File: config.mk
export PLATFORM = sky130hd
export DESIGN_NAME = screen_sequencer_flat
export DESIGN_NICKNAME = d
export VERILOG_FILES = /design/src/rtl/screen_sequencer_pkg.sv /design/src/rtl/screen_sequencer_if.sv /design/src/rtl/screen_sequencer_click_guard.sv /design/src/rtl/screen_sequencer.sv /design/src/flat_wrapper.sv
export SDC_FILE = /design/constraint.sdc
export NUM_CORES = 1
export LEC_CHECK = 0
export BUFFER_PORTS_ARGS = -buffer_cell sky130_fd_sc_hd__buf_2
export CORE_AREA = 2 2 67 69
export DETAILED_ROUTE_END_ITERATION = 10
export DIE_AREA = 0 0 69 71
export PLACE_DENSITY = 0.73
export SLEW_MARGIN = 20
export SYNTH_ARGS = -nofsm -noshare
export SYNTH_HDL_FRONTEND = slang
export SYNTH_SLANG_ARGS = --single-unit
File: constraint.sdc
create_clock -name clk -period 2.55 [get_ports clk]
set_input_delay 0.255 -clock clk [delete_from_list [all_inputs] [get_ports clk]]
set_output_delay 0.255 -clock clk [all_outputs]
set_load 0.02 [all_outputs]
File: src/rtl/screen_sequencer_pkg.sv
// Shared types and constants for the Memory Game screen sequencer.
// Holds card-count constants, the screen state encoding and enable helper.
package screen_sequencer_pkg;

  localparam int CARD_MAX_NUM_SIZE = 5;

  localparam logic [CARD_MAX_NUM_SIZE-1:0] CARD_NUM_EASY   = 5'd8;
  localparam logic [CARD_MAX_NUM_SIZE-1:0] CARD_NUM_NORMAL = 5'd16;
  localparam logic [CARD_MAX_NUM_SIZE-1:0] CARD_NUM_HARD   = 5'd24;

  // 2 s at 65 MHz
  localparam int RESULT_HOLD_DEFAULT   = 130_000_000;
  localparam int HOLD_CNT_SIZE_DEFAULT = 28;

  // Also consumed by the VGA overlay mux
  typedef enum logic [1:0] {
    SCR_MENU    = 2'd0,
    SCR_OPTIONS = 2'd1,
    SCR_GAME    = 2'd2,
    SCR_RESULT  = 2'd3
  } screen_t;

  typedef struct packed {
    logic menu;
    logic options;
    logic game;
    logic result;
  } screen_en_t;

  function automatic screen_en_t screen_enables(screen_t s);
    screen_en_t en;
    en = '0;
    unique case (s)
      SCR_OPTIONS: en.options = 1'b1;
      SCR_GAME:    en.game    = 1'b1;
      SCR_RESULT:  en.result  = 1'b1;
      default:     en.menu    = 1'b1;
    endcase
    return en;
  endfunction

endpackage

File: src/rtl/screen_sequencer_if.sv
// Bundle between the screen blocks and the screen sequencer.
// master = screen blocks / mouse side, slave = screen_sequencer.
interface screen_sequencer_if;
  import screen_sequencer_pkg::*;

  logic                         mouse_left;
  logic                         start_butt_pressed;
  logic                         options_butt_pressed;
  logic                         difficulty_butts_pressed;
  logic [CARD_MAX_NUM_SIZE-1:0] num_of_cards_sel;
  logic                         game_over;
  logic                         game_won;

  logic                         menu_enable;
  logic                         options_enable;
  logic                         game_enable;
  logic                         result_enable;
  logic                         game_start;
  logic [CARD_MAX_NUM_SIZE-1:0] game_num_of_cards;
  logic                         result_won;
  logic                         clicks_armed;
  screen_t                      screen_state;

  modport master (
    output mouse_left,
    output start_butt_pressed,
    output options_butt_pressed,
    output difficulty_butts_pressed,
    output num_of_cards_sel,
    output game_over,
    output game_won,
    input  menu_enable,
    input  options_enable,
    input  game_enable,
    input  result_enable,
    input  game_start,
    input  game_num_of_cards,
    input  result_won,
    input  clicks_armed,
    input  screen_state
  );

  modport slave (
    input  mouse_left,
    input  start_butt_pressed,
    input  options_butt_pressed,
    input  difficulty_butts_pressed,
    input  num_of_cards_sel,
    input  game_over,
    input  game_won,
    output menu_enable,
    output options_enable,
    output game_enable,
    output result_enable,
    output game_start,
    output game_num_of_cards,
    output result_won,
    output clicks_armed,
    output screen_state
  );

endinterface

File: src/rtl/screen_sequencer_click_guard.sv
// Click-through guard: armed only after the mouse is seen released.
// Ports: clk, rst, mouse_left_i, trans_i (transition strobe), armed_o.
module click_guard (
  input  logic clk,
  input  logic rst,
  input  logic mouse_left_i,
  input  logic trans_i,
  output logic armed_o
);

  logic armed_q;
  logic armed_d;

  // A transition always disarms, even if the button is up that cycle,
  // so the new screen needs one clean released cycle of its own.
  always_comb begin
    armed_d = armed_q;
    if (trans_i)
      armed_d = 1'b0;
    else if (!armed_q && !mouse_left_i)
      armed_d = 1'b1;
  end

  always_ff @(posedge clk) begin
    if (rst) armed_q <= 1'b0;
    else     armed_q <= armed_d;
  end

  assign armed_o = armed_q;

endmodule

File: src/rtl/screen_sequencer.sv
// Top-level screen FSM: MENU -> OPTIONS/GAME -> RESULT -> MENU.
// Ports: clk, rst (sync, active high), bus (screen_sequencer_if.slave).
module screen_sequencer
  import screen_sequencer_pkg::*;
#(
  parameter int RESULT_HOLD_CYCLES = RESULT_HOLD_DEFAULT,
  parameter int HOLD_CNT_SIZE      = HOLD_CNT_SIZE_DEFAULT
) (
  input logic               clk,
  input logic               rst,
  screen_sequencer_if.slave bus
);

  localparam logic [HOLD_CNT_SIZE-1:0] HOLD_LOAD =
    HOLD_CNT_SIZE'(RESULT_HOLD_CYCLES);
  localparam logic [HOLD_CNT_SIZE-1:0] HOLD_ONE =
    HOLD_CNT_SIZE'(1);

  screen_t                      state_q;
  screen_t                      state_d;
  screen_en_t                   en_q;
  logic                         game_start_q;
  logic [CARD_MAX_NUM_SIZE-1:0] cards_q;
  logic                         won_q;
  logic [HOLD_CNT_SIZE-1:0]     hold_q;
  logic                         armed;
  logic                         trans;

  click_guard u_guard (
    .clk          (clk),
    .rst          (rst),
    .mouse_left_i (bus.mouse_left),
    .trans_i      (trans),
    .armed_o      (armed)
  );

  always_comb begin
    state_d = state_q;
    unique case (state_q)
      SCR_MENU: begin
        if (armed && bus.start_butt_pressed)
          state_d = SCR_GAME;
        else if (armed && bus.options_butt_pressed)
          state_d = SCR_OPTIONS;
      end
      SCR_OPTIONS: begin
        if (armed && bus.difficulty_butts_pressed)
          state_d = SCR_MENU;
      end
      SCR_GAME: begin
        // end of game is not a user click, so no arming needed
        if (bus.game_over)
          state_d = SCR_RESULT;
      end
      SCR_RESULT: begin
        if (hold_q == '0 && armed && bus.mouse_left)
          state_d = SCR_MENU;
      end
      default: state_d = SCR_MENU;
    endcase
  end

  assign trans = (state_d != state_q);

  always_ff @(posedge clk) begin
    if (rst) begin
      state_q      <= SCR_MENU;
      en_q         <= screen_enables(SCR_MENU);
      game_start_q <= 1'b0;
      cards_q      <= CARD_NUM_NORMAL;
      won_q        <= 1'b0;
      hold_q       <= '0;
    end else begin
      state_q      <= state_d;
      en_q         <= screen_enables(state_d);
      game_start_q <= 1'b0;
      unique case (state_q)
        SCR_MENU: begin
          if (state_d == SCR_GAME) begin
            game_start_q <= 1'b1;
            cards_q      <= bus.num_of_cards_sel;
          end
        end
        SCR_OPTIONS: ;
        SCR_GAME: begin
          if (state_d == SCR_RESULT) begin
            won_q  <= bus.game_won;
            hold_q <= HOLD_LOAD;
          end
        end
        SCR_RESULT: begin
          if (hold_q != '0)
            hold_q <= hold_q - HOLD_ONE;
        end
        default: begin
          en_q         <= screen_enables(SCR_MENU);
          cards_q      <= CARD_NUM_NORMAL;
          won_q        <= 1'b0;
          hold_q       <= '0;
        end
      endcase
    end
  end

  assign bus.menu_enable       = en_q.menu;
  assign bus.options_enable    = en_q.options;
  assign bus.game_enable       = en_q.game;
  assign bus.result_enable     = en_q.result;
  assign bus.game_start        = game_start_q;
  assign bus.game_num_of_cards = cards_q;
  assign bus.result_won        = won_q;
  assign bus.clicks_armed      = armed;
  assign bus.screen_state      = state_q;

endmodule

File: src/flat_wrapper.sv
// flat-port wrapper written by rule: the top's interface ports become plain ports
module screen_sequencer_flat import screen_sequencer_pkg::*;
#(
  parameter int RESULT_HOLD_CYCLES = RESULT_HOLD_DEFAULT,
  parameter int HOLD_CNT_SIZE      = HOLD_CNT_SIZE_DEFAULT
)
  (clk, rst, bus_mouse_left, bus_start_butt_pressed, bus_options_butt_pressed, bus_difficulty_butts_pressed, bus_num_of_cards_sel, bus_game_over, bus_game_won, bus_menu_enable, bus_options_enable, bus_game_enable, bus_result_enable, bus_game_start, bus_game_num_of_cards, bus_result_won, bus_clicks_armed, bus_screen_state);
  screen_sequencer_if bus_i ();
  input logic clk;
  input logic rst;
  input wire logic [$bits(bus_i.mouse_left)-1:0] bus_mouse_left;
  input wire logic [$bits(bus_i.start_butt_pressed)-1:0] bus_start_butt_pressed;
  input wire logic [$bits(bus_i.options_butt_pressed)-1:0] bus_options_butt_pressed;
  input wire logic [$bits(bus_i.difficulty_butts_pressed)-1:0] bus_difficulty_butts_pressed;
  input wire logic [$bits(bus_i.num_of_cards_sel)-1:0] bus_num_of_cards_sel;
  input wire logic [$bits(bus_i.game_over)-1:0] bus_game_over;
  input wire logic [$bits(bus_i.game_won)-1:0] bus_game_won;
  output wire logic [$bits(bus_i.menu_enable)-1:0] bus_menu_enable;
  output wire logic [$bits(bus_i.options_enable)-1:0] bus_options_enable;
  output wire logic [$bits(bus_i.game_enable)-1:0] bus_game_enable;
  output wire logic [$bits(bus_i.result_enable)-1:0] bus_result_enable;
  output wire logic [$bits(bus_i.game_start)-1:0] bus_game_start;
  output wire logic [$bits(bus_i.game_num_of_cards)-1:0] bus_game_num_of_cards;
  output wire logic [$bits(bus_i.result_won)-1:0] bus_result_won;
  output wire logic [$bits(bus_i.clicks_armed)-1:0] bus_clicks_armed;
  output wire logic [$bits(bus_i.screen_state)-1:0] bus_screen_state;
  assign bus_i.mouse_left = bus_mouse_left;
  assign bus_i.start_butt_pressed = bus_start_butt_pressed;
  assign bus_i.options_butt_pressed = bus_options_butt_pressed;
  assign bus_i.difficulty_butts_pressed = bus_difficulty_butts_pressed;
  assign bus_i.num_of_cards_sel = bus_num_of_cards_sel;
  assign bus_i.game_over = bus_game_over;
  assign bus_i.game_won = bus_game_won;
  assign bus_menu_enable = bus_i.menu_enable;
  assign bus_options_enable = bus_i.options_enable;
  assign bus_game_enable = bus_i.game_enable;
  assign bus_result_enable = bus_i.result_enable;
  assign bus_game_start = bus_i.game_start;
  assign bus_game_num_of_cards = bus_i.game_num_of_cards;
  assign bus_result_won = bus_i.result_won;
  assign bus_clicks_armed = bus_i.clicks_armed;
  assign bus_screen_state = bus_i.screen_state;
  screen_sequencer #(.RESULT_HOLD_CYCLES(RESULT_HOLD_CYCLES), .HOLD_CNT_SIZE(HOLD_CNT_SIZE)) u_core (.clk(clk), .rst(rst), .bus(bus_i));
endmodule
==> implementation parameters, run 1 <==
Parameter                              Value

Synth
  Syn_area_per_cell ... roughly 8.8 um2
  Number of warnings issued by yosys ... 0
  Post-Synthesis Cells ... roughly 240
  Post-synth EDFFs ... 0
  Netlist Area Pre-Place ... 2060 um2
  Number of synthesized register bits ... 42
  Distinct cells, synth ... 43
  Sequential share of the synthesized area ... between 40 and 50%
  Share of flip-flops with an asynchronous set or reset ... 0%
  Synth Flop Type ... dfxtp_1
  Synth Net Count ... 250

Power and ir drop
  Worst supply voltage drop on vdd ... around 0.00042 V
  Leakage component of the power ... 1.03 nW
  Combinational share of power ... around 24%
  Net load switching power ... ~0.45 mW
  Sequential share of power ... around 47%
  Cell Int Power ... approximately 1.1 mW
  Clock power share ... between 20% and 30%
  Switch share ... slightly below 30%
  PnR Total Power ... 1.53 mW
  Power per Cell Area ... a little over 600 nW/um2

Detailed routing
  DRT iter0 DRCs ... 103
  DRC errors left ... 0
  Number of detailed-routing iterations run before antenna repair ... 4
  Via-to-Cell Ratio ... 5.69
  DR WL/cell ... approximately 14 um
  Antenna-violating nets left ... 0
  Total number of vias ... between 1500 and 2000
  Drt total wl ... 4680 um

STA
  Shortest period the worst path allows ... between 2 and 3 ns
  Setup Skew ... 0.00705 ns
  Count of pins over their slew limit ... 0
  Worst slew margin ... 56.9%
  Final hold violation count ... 0
  Unrepaired setup endpoints after global routing ... true
  Fin crit share ... 98.5%
  # setup viols final ... 0
  Tightest Pin Transition ... approximately 0.65 ns
  Achievable Freq ... 398 MHz

Floorplanning
  Y dimension of the die ... 71 um
  Std-Cell Core Area ... between 4000 and 5000 um2
  Chip width ... 69 um
  Count of pins on the block boundary ... 27
  Overall die area ... 4900 um2
  Std cell rows ... 24
  Initial cell density of the core ... between 40% and 50%

Hold path
  Number of instances on the worst hold path ... 2
  Beginning of the worst hold path ... bus_num_of_cards_sel[4]
  Classification of the worst-slack hold path ... in2reg
  Endpoint of the worst hold-timing path ... u_core.bus.game_num_of_cards[4]

GRT
  Maximum number of pins on one net before global-route repair ... 37
  Total global-route track usage ... 19.6%
  Wire length of the first global-routing pass ... 7890 um
  Overall overflow remaining after global route ... 0
  Number of global-route vias before repair ... roughly 1700
  Initial antenna violation count ... 0

Critical path
  Largest driver fanout on the critical path ... 6
  Kind of start point of the critical path ... flop
  Cell type group with the largest total delay on the critical path ... simple AND/OR/NAND/NOR gates
  Setup crit end kind ... flop
  Reg2reg start ... u_core.hold_q[7]
  Setup slack, reg-to-reg ... 0.04 ns
  End of the worst register-to-register path ... u_core.hold_q[22]
  Number of buffers and inverters on the critical path ... 0
  Register-to-Register Path Depth ... 5
  Library cell appearing most often on the critical path ... or4_4
  CP Data Required Time ... 2.73 ns
  Highest cell delay on the worst timing path ... 0.59 ns
  Critical path start-end classification ... reg2reg
  Cell with the largest stage delay on the worst path ... or4b_4
  Critical-path cell list ... or3_1, or4_4, or4b_4, or4_4, mux2i_1
  Stages on the worst setup path ... 5
  Data arrival time of the critical path ... approximately 2.7 ns

Placement
  Placed cells ... around 320
  I/O Buffers ... 26
  RD Place Congestion ... 0.830
  Post-DP HPWL ... 3240 um
  Post-placement cell area ... 2330 um2

Clock tree
  Clock Sinks ... between 40 and 50
  CTS clock-pin slew for the worst setup and hold paths ... about 0.080 ns
  Clk Latency, worst-skew pair ... about 0.29 ns
  Number of buffers on the longest clock path ... 2
  Number of levels in the clock H-tree ... 2
  Clk Tree Root Cell ... clkbuf_8
  CTS buffer count ... 5
  TritonCTS clock tree ... done

Layout
  Synth-to-Final Area Change ... 20.8%
  Area of all placed cells without fillers ... 2490 um2
  Filler-free cell count of the finished design ... 326
  Number of inserted diodes ... 0
  Fraction of layout instances using a drive strength above 1 ... 24.5%
  Count of nets after finishing ... 288

Run status
  Result of the run ... finished clean

Run
  Max-cap check violation count ... 0
-- power groups by stage --
stage                     Sequential, mW  Clock [mW]  Combinational, mW
final                              0.722       0.440              0.370
after global routing               0.727       0.468              0.410
after CTS                          0.722       0.446              0.346
after detailed placement           0.737           0              0.339
after global placement             0.736           0              0.335
after floorplan                    0.750           0              0.205
-- flip-flops by register name, summed over array words and instances, names as in the netlist --
| register | cells |
|---|---|
| u_core.bus.options_enable | 1 |
| u_core.bus.menu_enable | 1 |
| u_core.bus.result_won | 1 |
| u_core.bus.result_enable | 1 |
| u_core.bus.game_enable | 1 |
| u_core.bus.game_num_of_cards | 5 |
| u_core.hold_q | 28 |
| u_core.bus.game_start | 1 |
| u_core.bus.screen_state | 2 |
| u_core.u_guard.armed_o | 1 |
-- kinds of logic after synthesis --
| group | share of synthesized area (%) |
|---|---|
| multiplexers | 5.83 |
| adder cells (fa/ha/maj) | 1.21 |
| AO/OA/AOI/OAI | 15.2 |
| buffers and inverters | 3.52 |
| XOR/XNOR | 3.40 |
| AND/OR/NAND/NOR | 30.1 |
| flip-flops | 40.8 |
-- cell usage after synthesis (all sizes together) (5+ instances only) --
library cell,count,area (um2)
a31oi,6,37.5
nor4,6,37.5
xor2,7,61.3
or4,14,109
dfxtp,42,841
nor3,10,50.1
mux2i,12,120
nand2b,9,56.3
o21ai,10,50.0
nor2b,9,56.3
a21oi,9,45.0
o211ai,6,45.0
buf,5,23.8
nand2,11,41.3
o31ai,6,45.0
clkbuf,10,37.5
nor2,19,71.3
or3,7,43.8
-- cells in the final DEF (no fill, tap or decap), types with 2 or more instances in the layout --
cell type	count
nand2_1	11
o21ai_1	2
o31a_1	2
inv_1	3
or3_1	4
nor4b_1	3
nor4_1	5
o211ai_1	6
a21oi_1	9
nor2b_1	9
dfxtp_1	40
buf_4	20
o21a_1	4
clkbuf_8	6
o21ai_0	8
nand3b_1	3
nor3_1	10
or4_4	4
nor2_1	19
ha_1	2
nand3_1	4
a31oi_1	6
buf_2	26
o31ai_1	6
or3_4	3
xor2_1	7
or4_1	10
mux2i_1	12
nand2b_1	9
-- per-layer routing --
layer  GRT usage [%]  part of all wire [%]  up-vias
li1                -                     -      946
met1            27.3                    47      872
met2            31.8                    48       33
met3            3.13                   3.9        4
met4            5.23                  0.94        0
met5               0                     0        -
-- worst max path at each step --
| stage | to | slack, ns | start |
|---|---|---|---|
| after floorplan | u_core.hold_q[22] | 0.02 | u_core.hold_q[8] |
| after global placement | u_core.hold_q[22] | 0.06 | u_core.hold_q[11] |
| after detailed placement | u_core.hold_q[22] | 0.03 | u_core.hold_q[11] |
| after CTS | u_core.hold_q[22] | 0.02 | u_core.hold_q[11] |
| after global routing | u_core.hold_q[22] | -0.01 | u_core.hold_q[7] |
| final | u_core.hold_q[22] | 0.04 | u_core.hold_q[7] |
-- worst reg2reg max path: stages (launching register included) --
cell and delay [ns]:
dfxtp_2 0.33, or3_1 0.37, or4_4 0.55, or4b_4 0.59, or4_4 0.43, mux2i_1 0.13
-- per-stage QoR --
step	hold slack, ns	TNS (ns)	utilization, %	setup slack (ns)
finish	0.169	0	59.2	0.0378
floorplan	0.373	0	-	0.0176
global route	0.174	-0.0120	59.2	-0.0120
detailed placement	0.464	0	55.4	0.0269
CTS	0.167	0	57.8	0.0207
global placement	0.455	0	55.4	0.0579
-- final cells by class --
| cell class | count | area [um2] |
|---|---|---|
| Tap cell | 52 | 65.1 |
| Fill cell | 397 | 1710 |
| Sequential cell | 42 | 846 |
| Multi-Input combinational cell | 175 | 1200 |
| Clock inverter | 1 | 5.00 |
| Timing Repair Buffer | 46 | 280 |
| Clock buffer | 7 | 86.3 |
| Inverter | 3 | 11.3 |
-- repair_timing --
item / CTS / global route
setup endpoints to repair: 1 / 5
buffers inserted: 0 / 2
resized for setup: 1 / 11
pin swaps: 0 / 4
hold buffers: 0 / 0
No activity file was read; power rests on OpenSTA's default activity.
==> run 2, diff against run 1 <==
BUFFER_PORTS_ARGS = default   (was -buffer_cell sky130_fd_sc_hd__buf_2)
CORE_AREA = 2 2 64 66   (was 2 2 67 69)
DIE_AREA = 0 0 66 68   (was 0 0 69 71)
DONT_BUFFER_PORTS = 1   (was default)
==> run 2 against run 1 <==
Core utilization rose by 2.5 points. Critical path depth unchanged. Sequential power grew 3%. Via count decreased by 3.5%. Routed wire length fell by 1.2%. Total power up 5.0%. Count of clock-buffer cells in the layout shrank 1. Largest cell class unchanged. Largest power group unchanged.
==> implementation parameters, run 2 (synthesized netlist as in run 1, its figures left out) <==
Parameter                              Value

Layout
  Most flops, register ... u_core.hold_q
  Largest register FFs ... 28 (unchanged)
  Number of fill cells ... 351 (-12%)
  Count of nets after finishing ... 262 (-9.0%)
  Fraction of layout instances using a drive strength above 1 ... 17.0% (-7.4 points)
  Number of inserted diodes ... 0 (unchanged)
  Synth-to-Final Area Change ... 15.5%
  Commonest non-fill, non-tap cells in the layout ... 40 x dfxtp_1, 20 x buf_4, 19 x nor2_1, 12 x mux2i_1, 11 x nand2_1
  Total area of multi-input combinational cells ... 1200 um2 (+0.42%)
  Area of all placed cells without fillers ... 2380 um2 (-4.4%)
  Sequential Area ... 843 um2 (-0.30%)
  Filler-free cell count of the finished design ... 297 (-8.9%)
  Most common cell after layout, fill and taps aside ... dfxtp_1

Detailed routing
  Via-to-Cell Ratio ... 6.03 (+6.0%)
  Number of detailed-routing iterations run before antenna repair ... 4 (unchanged)
  DRT iter0 DRCs ... 74 (-28%)
  DRC errors left ... 0 (unchanged)
  DR WL/cell ... 15.6 um (+8.4%)
  Drt total wl ... 4620 um (-1.2%)
  Total number of vias ... 1791 (-3.5%)
  Antenna-violating nets left ... 0 (unchanged)

STA
  Worst slew margin ... 63.1% (+6.2 points)
  Final-layout setup total negative slack ... 0 ns (unchanged)
  Tightest Pin Transition ... 0.549 ns (-0.0974 ns)
  Setup Skew ... 0.00681 ns (-0.000237 ns)
  Unrepaired setup endpoints after global routing ... true
  Count of pins over their slew limit ... 0 (unchanged)
  # setup viols final ... 0 (unchanged)
  Fin crit share ... 98.1% (-0.44 points)
  Shortest period the worst path allows ... 2.50 ns (-0.0113 ns)
  Achievable Freq ... 400 MHz (+0.45%)
  Final hold violation count ... 0 (unchanged)
  Fin Hold WS ... 0.0213 ns (-0.147 ns)

Power and ir drop
  Clock power share ... 33.6% (+4.9 points)
  Net load switching power ... 0.449 mW (-0.90%)
  Combinational share of power ... 20.3% (-3.8 points)
  Switch share ... 27.9% (-1.6 points)
  Power per Cell Area ... 675 nW/um2 (+9.8%)
  Leakage component of the power ... 0.920 nW (-10%)
  Sequential share of power ... 46.1% (-1.0 points)
  PnR Total Power ... 1.61 mW (+5.0%)
  Worst supply voltage drop on vdd ... 0.000393 V (-5.9%)
  Cell Int Power ... 1.16 mW (+7.4%)

Critical path
  End of the worst register-to-register path ... u_core.hold_q[22]
  Setup crit end kind ... flop
  Cell with the largest stage delay on the worst path ... or4_4
  Largest driver fanout on the critical path ... 6 (unchanged)
  Data arrival time of the critical path ... 2.68 ns (about the same)
  Setup slack, reg-to-reg ... 0.05 ns (about the same)
  Reg2reg start ... u_core.hold_q[12]
  Cell type group with the largest total delay on the critical path ... simple AND/OR/NAND/NOR gates
  CP Data Required Time ... 2.73 ns (about the same)
  Kind of start point of the critical path ... flop
  Register-to-Register Path Depth ... 5 (unchanged)
  Critical path start-end classification ... reg2reg
  Critical-path cell list ... or3_4, or4_4, or4b_4, or4_4, mux2i_1
  Library cell appearing most often on the critical path ... or4_4
  Highest cell delay on the worst timing path ... 0.55 ns (-0.04 ns)
  Number of buffers and inverters on the critical path ... 0 (unchanged)

Placement
  Post-DP HPWL ... 3070 um (-5.2%)
  RD Place Congestion ... 0.831 (about the same)
  I/O Buffers ... 0 (-100%)
  Placed cells ... 289 (-8.5%)
  Post-placement cell area ... 2210 um2 (-5.4%)

Hold path
  Endpoint of the worst hold-timing path ... u_core.hold_q[20]
  Number of instances on the worst hold path ... 1 (-1)
  Classification of the worst-slack hold path ... in2reg
  Beginning of the worst hold path ... rst

GRT
  Wire length of the first global-routing pass ... 7240 um (-8.3%)
  Number of global-route vias before repair ... 1545 (-7.3%)
  Maximum number of pins on one net before global-route repair ... 37 (unchanged)
  Overall overflow remaining after global route ... 0 (unchanged)
  Total global-route track usage ... 21.2% (+1.6 points)
  Initial antenna violation count ... 0 (unchanged)

Floorplanning
  Y dimension of the die ... 68 um (-4.2%)
  Std cell rows ... 23 (-4.2%)
  Chip width ... 66 um (-4.3%)
  Initial cell density of the core ... 53.5% (+4.4 points)
  Std-Cell Core Area ... 3860 um2 (-8.3%)
  Count of pins on the block boundary ... 27 (unchanged)
  Overall die area ... 4490 um2 (-8.4%)

Clock tree
  CTS clock-pin slew for the worst setup and hold paths ... 0.08 ns (about the same)
  Number of levels in the clock H-tree ... 2 (unchanged)
  Number of buffers on the longest clock path ... 2 (unchanged)
  CTS buffer count ... 5 (unchanged)
  Hold bufs inserted after CTS ... 0 (unchanged)
  TritonCTS clock tree ... done
  Clock Sinks ... 42 (unchanged)
  Clk Tree Root Cell ... clkbuf_8
  Clk Latency, worst-skew pair ... 0.30 ns (about the same)

Run
  Max-cap check violation count ... 0 (unchanged)

Run status
  Result of the run ... finished clean
-- run 2: what timing repair did --
action	in CTS	in global routing
setup endpoints to repair	3	6
buffers inserted	0	1
pin swaps	0	4
resized for setup	2	11
-- run 2: cell type report --
type / instances / area share (%)
Timing Repair Buffer: 20 / 6.31
Tap cell: 50 / 2.63
Multi-Input combinational cell: 175 / 50.4
Clock inverter: 1 / 1.26
Clock buffer: 6 / 3.47
Sequential cell: 42 / 35.4
Inverter: 3 / 0.473
-- run 2: per-stage QoR --
step           utilization [%]  worst slack, ns
2_1_floorplan                -           0.0176
3_3_place_gp              57.2         -0.00516
3_5_place_dp              57.2          -0.0120
4_1_cts                   60.4           0.0176
5_1_grt                   61.7          -0.0428
6_report                  61.7           0.0491
-- run 2: power by group through the flow --
stage               Sequential, mW  Clock [mW]  Combinational [mW]
floorplan                    0.750           0               0.205
global placement             0.754           0               0.284
detailed placement           0.754           0               0.285
CTS                          0.739       0.547               0.293
global route                 0.747       0.574               0.356
finish                       0.741       0.540               0.327
-- run 2: how the worst max path moves through the flow --
stage,slack (ns),start,endpoint,depth (start not counted)
floorplan,0.02,u_core.hold_q[8],u_core.hold_q[22],6
global placement,-0.005,u_core.hold_q[5],u_core.hold_q[21],5
detailed placement,-0.01,u_core.hold_q[5],u_core.hold_q[21],5
CTS,0.02,u_core.hold_q[8],u_core.hold_q[22],5
global route,-0.04,u_core.hold_q[4],u_core.hold_q[23],6
finish,0.05,u_core.hold_q[12],u_core.hold_q[22],5
-- run 2: routing by layer --
metal	global-route usage [%]	up-vias	wire length, um
met3	4.93	12	190
met5	0	-	0
met4	9.18	0	114
li1	-	894	-
met1	29.2	847	2160
met2	31.9	38	2160
